$ cat config.mk
export PLATFORM = sky130hd
export DESIGN_NAME = disp_sched
export DESIGN_NICKNAME = d
export VERILOG_FILES = /design/src/rtl/stopwatch_pkg.sv /design/src/rtl/bcd_to_seg.sv /design/src/rtl/disp_sched.sv
export SDC_FILE = /design/constraint.sdc
export NUM_CORES = 1
export LEC_CHECK = 0
export CORE_MARGIN = 3
export CORE_UTILIZATION = 42
export DETAILED_ROUTE_END_ITERATION = 7
export PLACE_DENSITY_LB_ADDON = 0.1
export SLEW_MARGIN = 30
export SYNTH_ARGS = -nofsm -noshare
export SYNTH_HDL_FRONTEND = slang
export SYNTH_HIERARCHICAL = 1
export SYNTH_SLANG_ARGS = --single-unit
$ cat constraint.sdc
create_clock -name clk -period 4.3 [get_ports clk]
set_input_delay 1.29 -clock clk [delete_from_list [all_inputs] [get_ports clk]]
set_output_delay 1.29 -clock clk [all_outputs]
set_load 0.01 [all_outputs]
$ cat src/rtl/stopwatch_pkg.sv
// Shared stopwatch display constants: mode encoding, segment patterns, anode idle.
package stopwatch_pkg;

  typedef enum logic {
    MODE_LIVE = 1'b0,
    MODE_HOLD = 1'b1
  } mode_t;

  // Active-low segments, bit order {g,f,e,d,c,b,a}
  localparam logic [6:0] SEG_0    = 7'b1000000;
  localparam logic [6:0] SEG_1    = 7'b1111001;
  localparam logic [6:0] SEG_2    = 7'b0100100;
  localparam logic [6:0] SEG_3    = 7'b0110000;
  localparam logic [6:0] SEG_4    = 7'b0011001;
  localparam logic [6:0] SEG_5    = 7'b0010010;
  localparam logic [6:0] SEG_6    = 7'b0000010;
  localparam logic [6:0] SEG_7    = 7'b1111000;
  localparam logic [6:0] SEG_8    = 7'b0000000;
  localparam logic [6:0] SEG_9    = 7'b0010000;
  localparam logic [6:0] SEG_DASH = 7'b0111111;
  localparam logic [6:0] SEG_OFF  = 7'b1111111;

  localparam logic [3:0] AN_OFF   = 4'b1111;

endpackage

$ cat src/rtl/bcd_to_seg.sv
// Combinational BCD nibble to active-low seven-segment pattern; non-BCD shows a dash.
module bcd_to_seg
  import stopwatch_pkg::*;
(
  input  logic [3:0] nib,
  output logic [6:0] seg
);

  // Table lookup; anything above 9 is flagged as a dash
  always_comb begin
    seg = SEG_DASH;
    case (nib)
      4'd0: seg = SEG_0;
      4'd1: seg = SEG_1;
      4'd2: seg = SEG_2;
      4'd3: seg = SEG_3;
      4'd4: seg = SEG_4;
      4'd5: seg = SEG_5;
      4'd6: seg = SEG_6;
      4'd7: seg = SEG_7;
      4'd8: seg = SEG_8;
      4'd9: seg = SEG_9;
      default: seg = SEG_DASH;
    endcase
  end

endmodule

$ cat src/rtl/disp_sched.sv
// Display scheduler: scans the 4-digit display, chooses live time or a frozen
// split value, and blinks the display while the stopwatch is paused.
module disp_sched
  import stopwatch_pkg::*;
#(
  parameter int REFRESH_DIV = 100000,
  parameter int BLINK_TICKS = 125
) (
  input  logic        clk,
  input  logic        reset,
  input  logic        count_enabled,
  input  logic        init_regs,
  input  logic        split,
  input  logic [15:0] time_bcd,
  output logic [3:0]  an,
  output logic [6:0]  seg,
  output logic        dp
);

  localparam int RW = $clog2(REFRESH_DIV);
  localparam int BW = (BLINK_TICKS > 1) ? $clog2(BLINK_TICKS) : 1;
  localparam logic [RW-1:0] REF_MAX = RW'(REFRESH_DIV - 1);
  localparam logic [BW-1:0] BLK_MAX = BW'(BLINK_TICKS - 1);

  logic [RW-1:0] ref_cnt;
  logic [1:0]    sel;
  logic [BW-1:0] blink_cnt;
  logic          blink_phase;
  mode_t         mode, mode_nxt;
  logic          capture;
  logic [15:0]   hold_reg;
  logic [15:0]   src;
  logic [3:0]    nib;
  logic [6:0]    seg_dec;
  logic          tick, paused, blank;

  assign tick   = (ref_cnt == REF_MAX);
  assign paused = ~count_enabled & ~init_regs;
  assign blank  = paused & ~blink_phase;
  assign src    = (mode == MODE_HOLD) ? hold_reg : time_bcd;
  assign nib    = src[{sel, 2'b00} +: 4];

  bcd_to_seg u_dec (
    .nib (nib),
    .seg (seg_dec)
  );

  // Digit-slot refresh divider and digit select; runs in every mode
  always_ff @(posedge clk) begin
    if (reset) begin
      ref_cnt <= '0;
      sel     <= 2'd0;
    end else if (tick) begin
      ref_cnt <= '0;
      sel     <= sel + 2'd1;
    end else begin
      ref_cnt <= ref_cnt + 1'b1;
    end
  end

  // Mode state register and split capture
  always_ff @(posedge clk) begin
    if (reset) begin
      mode     <= MODE_LIVE;
      hold_reg <= '0;
    end else begin
      mode <= mode_nxt;
      if (capture) hold_reg <= time_bcd;
    end
  end

  // Mode next-state: init_regs wins, split only acts while counting
  always_comb begin
    mode_nxt = mode;
    capture  = 1'b0;
    if (init_regs) begin
      mode_nxt = MODE_LIVE;
    end else if (split && count_enabled) begin
      case (mode)
        MODE_LIVE: begin
          mode_nxt = MODE_HOLD;
          capture  = 1'b1;
        end
        default: mode_nxt = MODE_LIVE;
      endcase
    end
  end

  // Blink timer: counts slot ticks while paused, starts in the visible phase
  always_ff @(posedge clk) begin
    if (reset || !paused) begin
      blink_cnt   <= '0;
      blink_phase <= 1'b1;
    end else if (tick) begin
      if (blink_cnt == BLK_MAX) begin
        blink_cnt   <= '0;
        blink_phase <= ~blink_phase;
      end else begin
        blink_cnt <= blink_cnt + 1'b1;
      end
    end
  end

  // Registered pin drive; blanked phase turns off anodes and decimal point
  always_ff @(posedge clk) begin
    if (reset) begin
      an  <= AN_OFF;
      seg <= SEG_OFF;
      dp  <= 1'b1;
    end else begin
      seg <= seg_dec;
      if (blank) begin
        an <= AN_OFF;
        dp <= 1'b1;
      end else begin
        an <= ~(4'b0001 << sel);
        dp <= (sel != 2'd2);
      end
    end
  end

endmodule

# After elaboration in Yosys (flattened, before gate mapping)
# Memory sizes are Yosys's and may differ from the RTL's. A register that Yosys moved wholly into a read port is not among the register bits.
# Index checks and enable logic that the tools add are counted.
word_totals:
  elab_cells: 35
  latch_bits: 0
  rom_bits: 112
  out_inout_bits: 12
  regBits: 49
  mem_count: 1
  mem_bits_rw: 0
classes:
  reduce_logical: 7
  n_mux: 5
  n_bitwise: 6
  shift: 2
  n_addsub: 3
  multipliers: 0
  magnitude_cmp: 0
  div_mod_pow: 0
  eq_ne: 3
memory_table:
  columns: ["memory", "words", "word_bits", "read_ports", "rd_ports_with_merged_regs", "wr", "line_no", "source"]
  rows:
  - ["(no name shown)", 16, 7, 1, 1, 0, "bcd_to_seg.sv:12", "case (nib)"]
op_table:
  columns: ["op", "count"]
  rows:
  - ["$add A17 B1 Y17 const B", 1]
  - ["$eq A17 B17 Y1 const B", 1]
  - ["$mux W16", 1]
  - ["$shiftx A16 B5 Y4", 1]
  - ["$add A7 B1 Y7 const B", 1]
  - ["$eq A7 B7 Y1 const B", 1]
  - ["$mux W7", 1]
  - ["$reduce_or A2 Y1", 3]
  - ["$not A4 Y4", 1]
  - ["$shl A1 B2 Y4 const A", 1]
  - ["$mux W1", 3]
  - ["$not A1 Y1", 3]
  - ["$add A2 B1 Y2 const B", 1]
  - ["$and A1 B1 Y1", 2]
  - ["$ne A2 B2 Y1 const B", 1]
  - ["$reduce_and A2 Y1", 1]
  - ["$logic_and A1 B1 Y1", 1]
  - ["$logic_not A1 Y1", 1]
  - ["$logic_or A1 B1 Y1", 1]

# Logic depth before layout (Yosys ltp)
depth:
  ltp_word: 4
  mapped_depth: 9
  ltp_nobuf: 8

# Hierarchy
# The synthesis kept the hierarchy.
modules_own_cells:
  columns: ["module", "n_inst", "cells_per_inst", "area_each_um2"]
  rows:
  - ["disp_sched", 1, 284, 2506.2]
  - ["bcd_to_seg", 1, 31, 224.0]

# Worst setup path after synthesis
# Ideal clock, no wire load.
synth_path:
  kind: "input -> register"
  start: "input port time_bcd[1]"
  end: "register seg[2]"
  arrival_time_ns: 2.624
  cell_stages: 7
  path_buffers: 0
  path_slack_ns: 1.553
  cell_sequence: "mux4_2 -> nand2_1 -> nand2_1 -> ha_1 -> nor3b_1 -> a21o_1 -> or2_2"
synth_between:
  elab_chain_len: 2
synth_lines:
  columns: ["item", "line_no", "source"]
  rows:
  - ["from (decl)", "disp_sched.sv:14", "input logic [15:0] time_bcd,"]
  - ["$mux W16", "disp_sched.sv:40", "assign src = (mode == MODE_HOLD) ? hold_reg : time_bcd;"]
  - ["$shiftx A16 B5 Y4", "disp_sched.sv:41", "assign nib = src[{sel, 2'b00} +: 4];"]
  - ["net nib[1]", "disp_sched.sv:33", "logic [3:0] nib;"]
  - ["to (decl)", "disp_sched.sv:16", "output logic [6:0] seg,"]
# The timed path passes the listed nets, and every way through them passes these cells.
# A chain may end at the register's enable or synchronous reset.

# Worst setup path in the final report
layout_path:
  start: "input port time_bcd[9]"
  end: "register seg[2]"
# Same word-level chain as after synthesis.

==> flow_summary.yaml <==
status:
  status: "complete, no violations"
job:
  drv_cap: 0
clock_network:
  cts-resized-gates: 0
  cts_root_buf: "clkbuf_8"
  numCtsBuffers: 5
  clk_latency_ns: 0.31
  postCtsSetupRepairBufs: 0
  clock-sinks: 55
  cts_tree: "done"
  ctsHtreeMaxLevel: 2
  cts.hold.buffers_added: 0
  path_clk_slew_ns: 0.10
  clockBufferDepth: 2
floorplan:
  die_area_mm2: 0.007504
  fp.dieH_um: 86.63
  std_cell_rows: 28
  start_util_pct: 44.79
  die_w_um: 86.63
  fp.coreArea_mm2: 0.006096
  num_io_pins: 33
power:
  p_leak_nw: 1.129
  pwr_density_cell_mw_per_mm2: 310.1
  ir_worst_vdd_mv: 0.1688
sta:
  hold_violations: 0
  worstMarginPinSlew_ns: 0.7449
  timing.final.crit_period_ns: 3.021
  timing.hold.ws_ns: 0.4592
  max_slew_margin_pct: 49.96
  rsz0062_at_grt: "no"
  fin_setup_tns_ns: 0
  fin_skew_ns: 0.01051
  layout_setup_ws_ns: 1.279
  period_share_pct: 70.25
  setup_viol: 0
  final_max_slew_viol_count: 0
  max_clock_freq_ghz: 0.3310
logic_synthesis:
  synth_fp_nets: 348
  synthCells: 315
  yosysSeqAreaShare_pct: 40.33
  synth_cell_types: 46
  ys_seq_elements: 55
  netlist.area_leader.share_pct: 40.33
  synthArstFlopShare_pct: 0
  yosys.area.top_type: "dfxtp_1"
  synthTopCellsByArea: "dfxtp_1, nand2_1, mux4_2, ha_1, a21oi_1"
  ys.flop_type: "dfxtp_1"
  synth_edf_count: 0
  synth-warning-count: 6
  avgSynthCellArea_um2: 8.667
  syn_area_mm2: 0.002730
finish:
  layout.nets: 372
  largest_register_ffs: 17
  syn_to_final_growth_pct: 16.77
  finalInstanceArea_mm2: 0.003188
  drive_above_1_share_pct: 8.824
  diodes: 0
worst_setup_path:
  critPathRequiredTime_ns: 4.51
  end_kind: "flop"
  cp.arrival_ns: 3.23
  path_class: "in2reg"
  cp_max_fo: 7
  worstSetupStartpointType: "primary input"
place:
  gp_congestion: 0.7424
  placed_cell_area_mm2: 0.003070
  dp_hpwl_mm: 3.853
  port_buffers: 32
  dp_slack_ns: 0.9524
routing:
  drtIter0Drc: 51
  drcViolationCount: 0
  viasPerCell: 5.159
  wl_per_cell_um: 13.19
  finalWirelength_mm: 5.473
  vias: 2141
  drtPass1Iterations: 4
  ant_nets: 0
global_route:
  grt_max_degree: 33
  grt_usage_pct: 15.98
  grt_pass1_wl_mm: 9.625
  gr-total-overflow: 0
  grt_pass1_vias: 2071
  antenna_found_initial: 0
min_path:
  hp-class: "reg2reg"
[stage by stage]
step           util [%]  total power, mW  std cells
2_1_floorplan         -           0.6001        315
5_1_grt           52.30            1.038        415
4_1_cts           52.30            1.007        415
3_5_place_dp      50.37           0.6447        407
3_3_place_gp      50.37           0.6441        407
6_report          52.30           0.9886        415
[worst paths after layout]
path / from / slack (ns) / depth (start not counted) / to
worst min-delay path: hold_reg[15] / 0.46 / 2 / hold_reg[15]
worst max register to register: sel[0] / 1.79 / 7 / seg[2]
worst min register to register: hold_reg[15] / 0.46 / 2 / hold_reg[15]
worst max-delay path: time_bcd[9] / 1.28 / 8 / seg[2]
[cell type report]
| class | count | area, um^2 |
|---|---|---|
| Clock inverter | 2 | 35.03 |
| Timing Repair Buffer | 34 | 335.3 |
| Sequential cell | 55 | 1101 |
| Tap cell | 75 | 93.84 |
| Multi-Input combinational cell | 230 | 1491 |
| Fill cell | 607 | 2908 |
| Clock buffer | 6 | 82.58 |
| Inverter | 13 | 48.80 |
[report_power, final]
part           total (mW)  internal (mW)  switching, mW
Sequential          0.531          0.523        0.00783
Clock               0.357          0.189          0.168
Combinational       0.101         0.0544         0.0465
[cells in the mapped netlist, drive strengths merged, types with 2 or more instances]
master / instances
xor2: 4
or2: 8
nor4: 4
mux4: 8
nand2b: 3
dfxtp: 55
o31ai: 9
or3: 3
and2: 4
clkbuf: 11
a21o: 2
xnor2: 10
buf: 6
nor3: 9
nand3: 9
o21ai: 8
and3: 3
nor3b: 2
inv: 13
ha: 12
nand2: 57
nand4b: 2
and3b: 2
nand4: 9
nor2: 18
or4: 3
a21oi: 29
[cell families (layout without fill, tap and decap cells)]
| logic type | after synthesis | after routing | share of synthesized area, % |
|---|---|---|---|
| adder cells (fa/ha/maj) | 12 | 12 | 5.499 |
| multiplexers | 9 | 9 | 6.966 |
| AND/OR/NAND/NOR | 143 | 143 | 26.86 |
| flip-flops | 55 | 55 | 40.33 |
| buffers and inverters | 30 | 55 | 5.041 |
| AO/OA/AOI/OAI | 52 | 52 | 10.82 |
| XOR/XNOR | 14 | 14 | 4.491 |
[per-layer routing]
| metal | part of all wire, % | global-route usage (%) |
|---|---|---|
| met1 | 51 | 22.09 |
| met2 | 44 | 24.69 |
| met3 | 3.7 | 3.897 |
| met4 | 1.3 | 4.816 |
| met5 | 0 | 0 |
[worst max-delay path, stage by stage]
cell and delay, ns:
clkdlybuf4s50_1 0.42, mux4_2 0.47, nand2_1 0.08, nand2_1 0.16, ha_1 0.25, nor3b_1 0.14
a21o_1 0.16, or2_2 0.26
[cells in the final DEF, fill, tap and decap left out, types with 2 or more instances in the layout]
cell type and instances:
mux4_2 8, nand4b_1 2, and3_1 3, nand4_1 8
a21oi_1 29, o31ai_1 9, nor4_1 4, and3b_1 2
ha_1 12, nor2_1 18, nor3b_1 2, buf_4 2
nand3_1 8, or4_1 2, o21ai_0 8, nand2b_1 3
and2_1 4, xor2_1 4, dfxtp_1 55, xnor2_1 10
nand2_1 57, or3_1 2, a21o_1 2, clkdlybuf4s50_1 32
clkbuf_8 6, nor3_1 9, inv_1 13, or2_2 7
No activity file was read; power rests on OpenSTA's default activity.
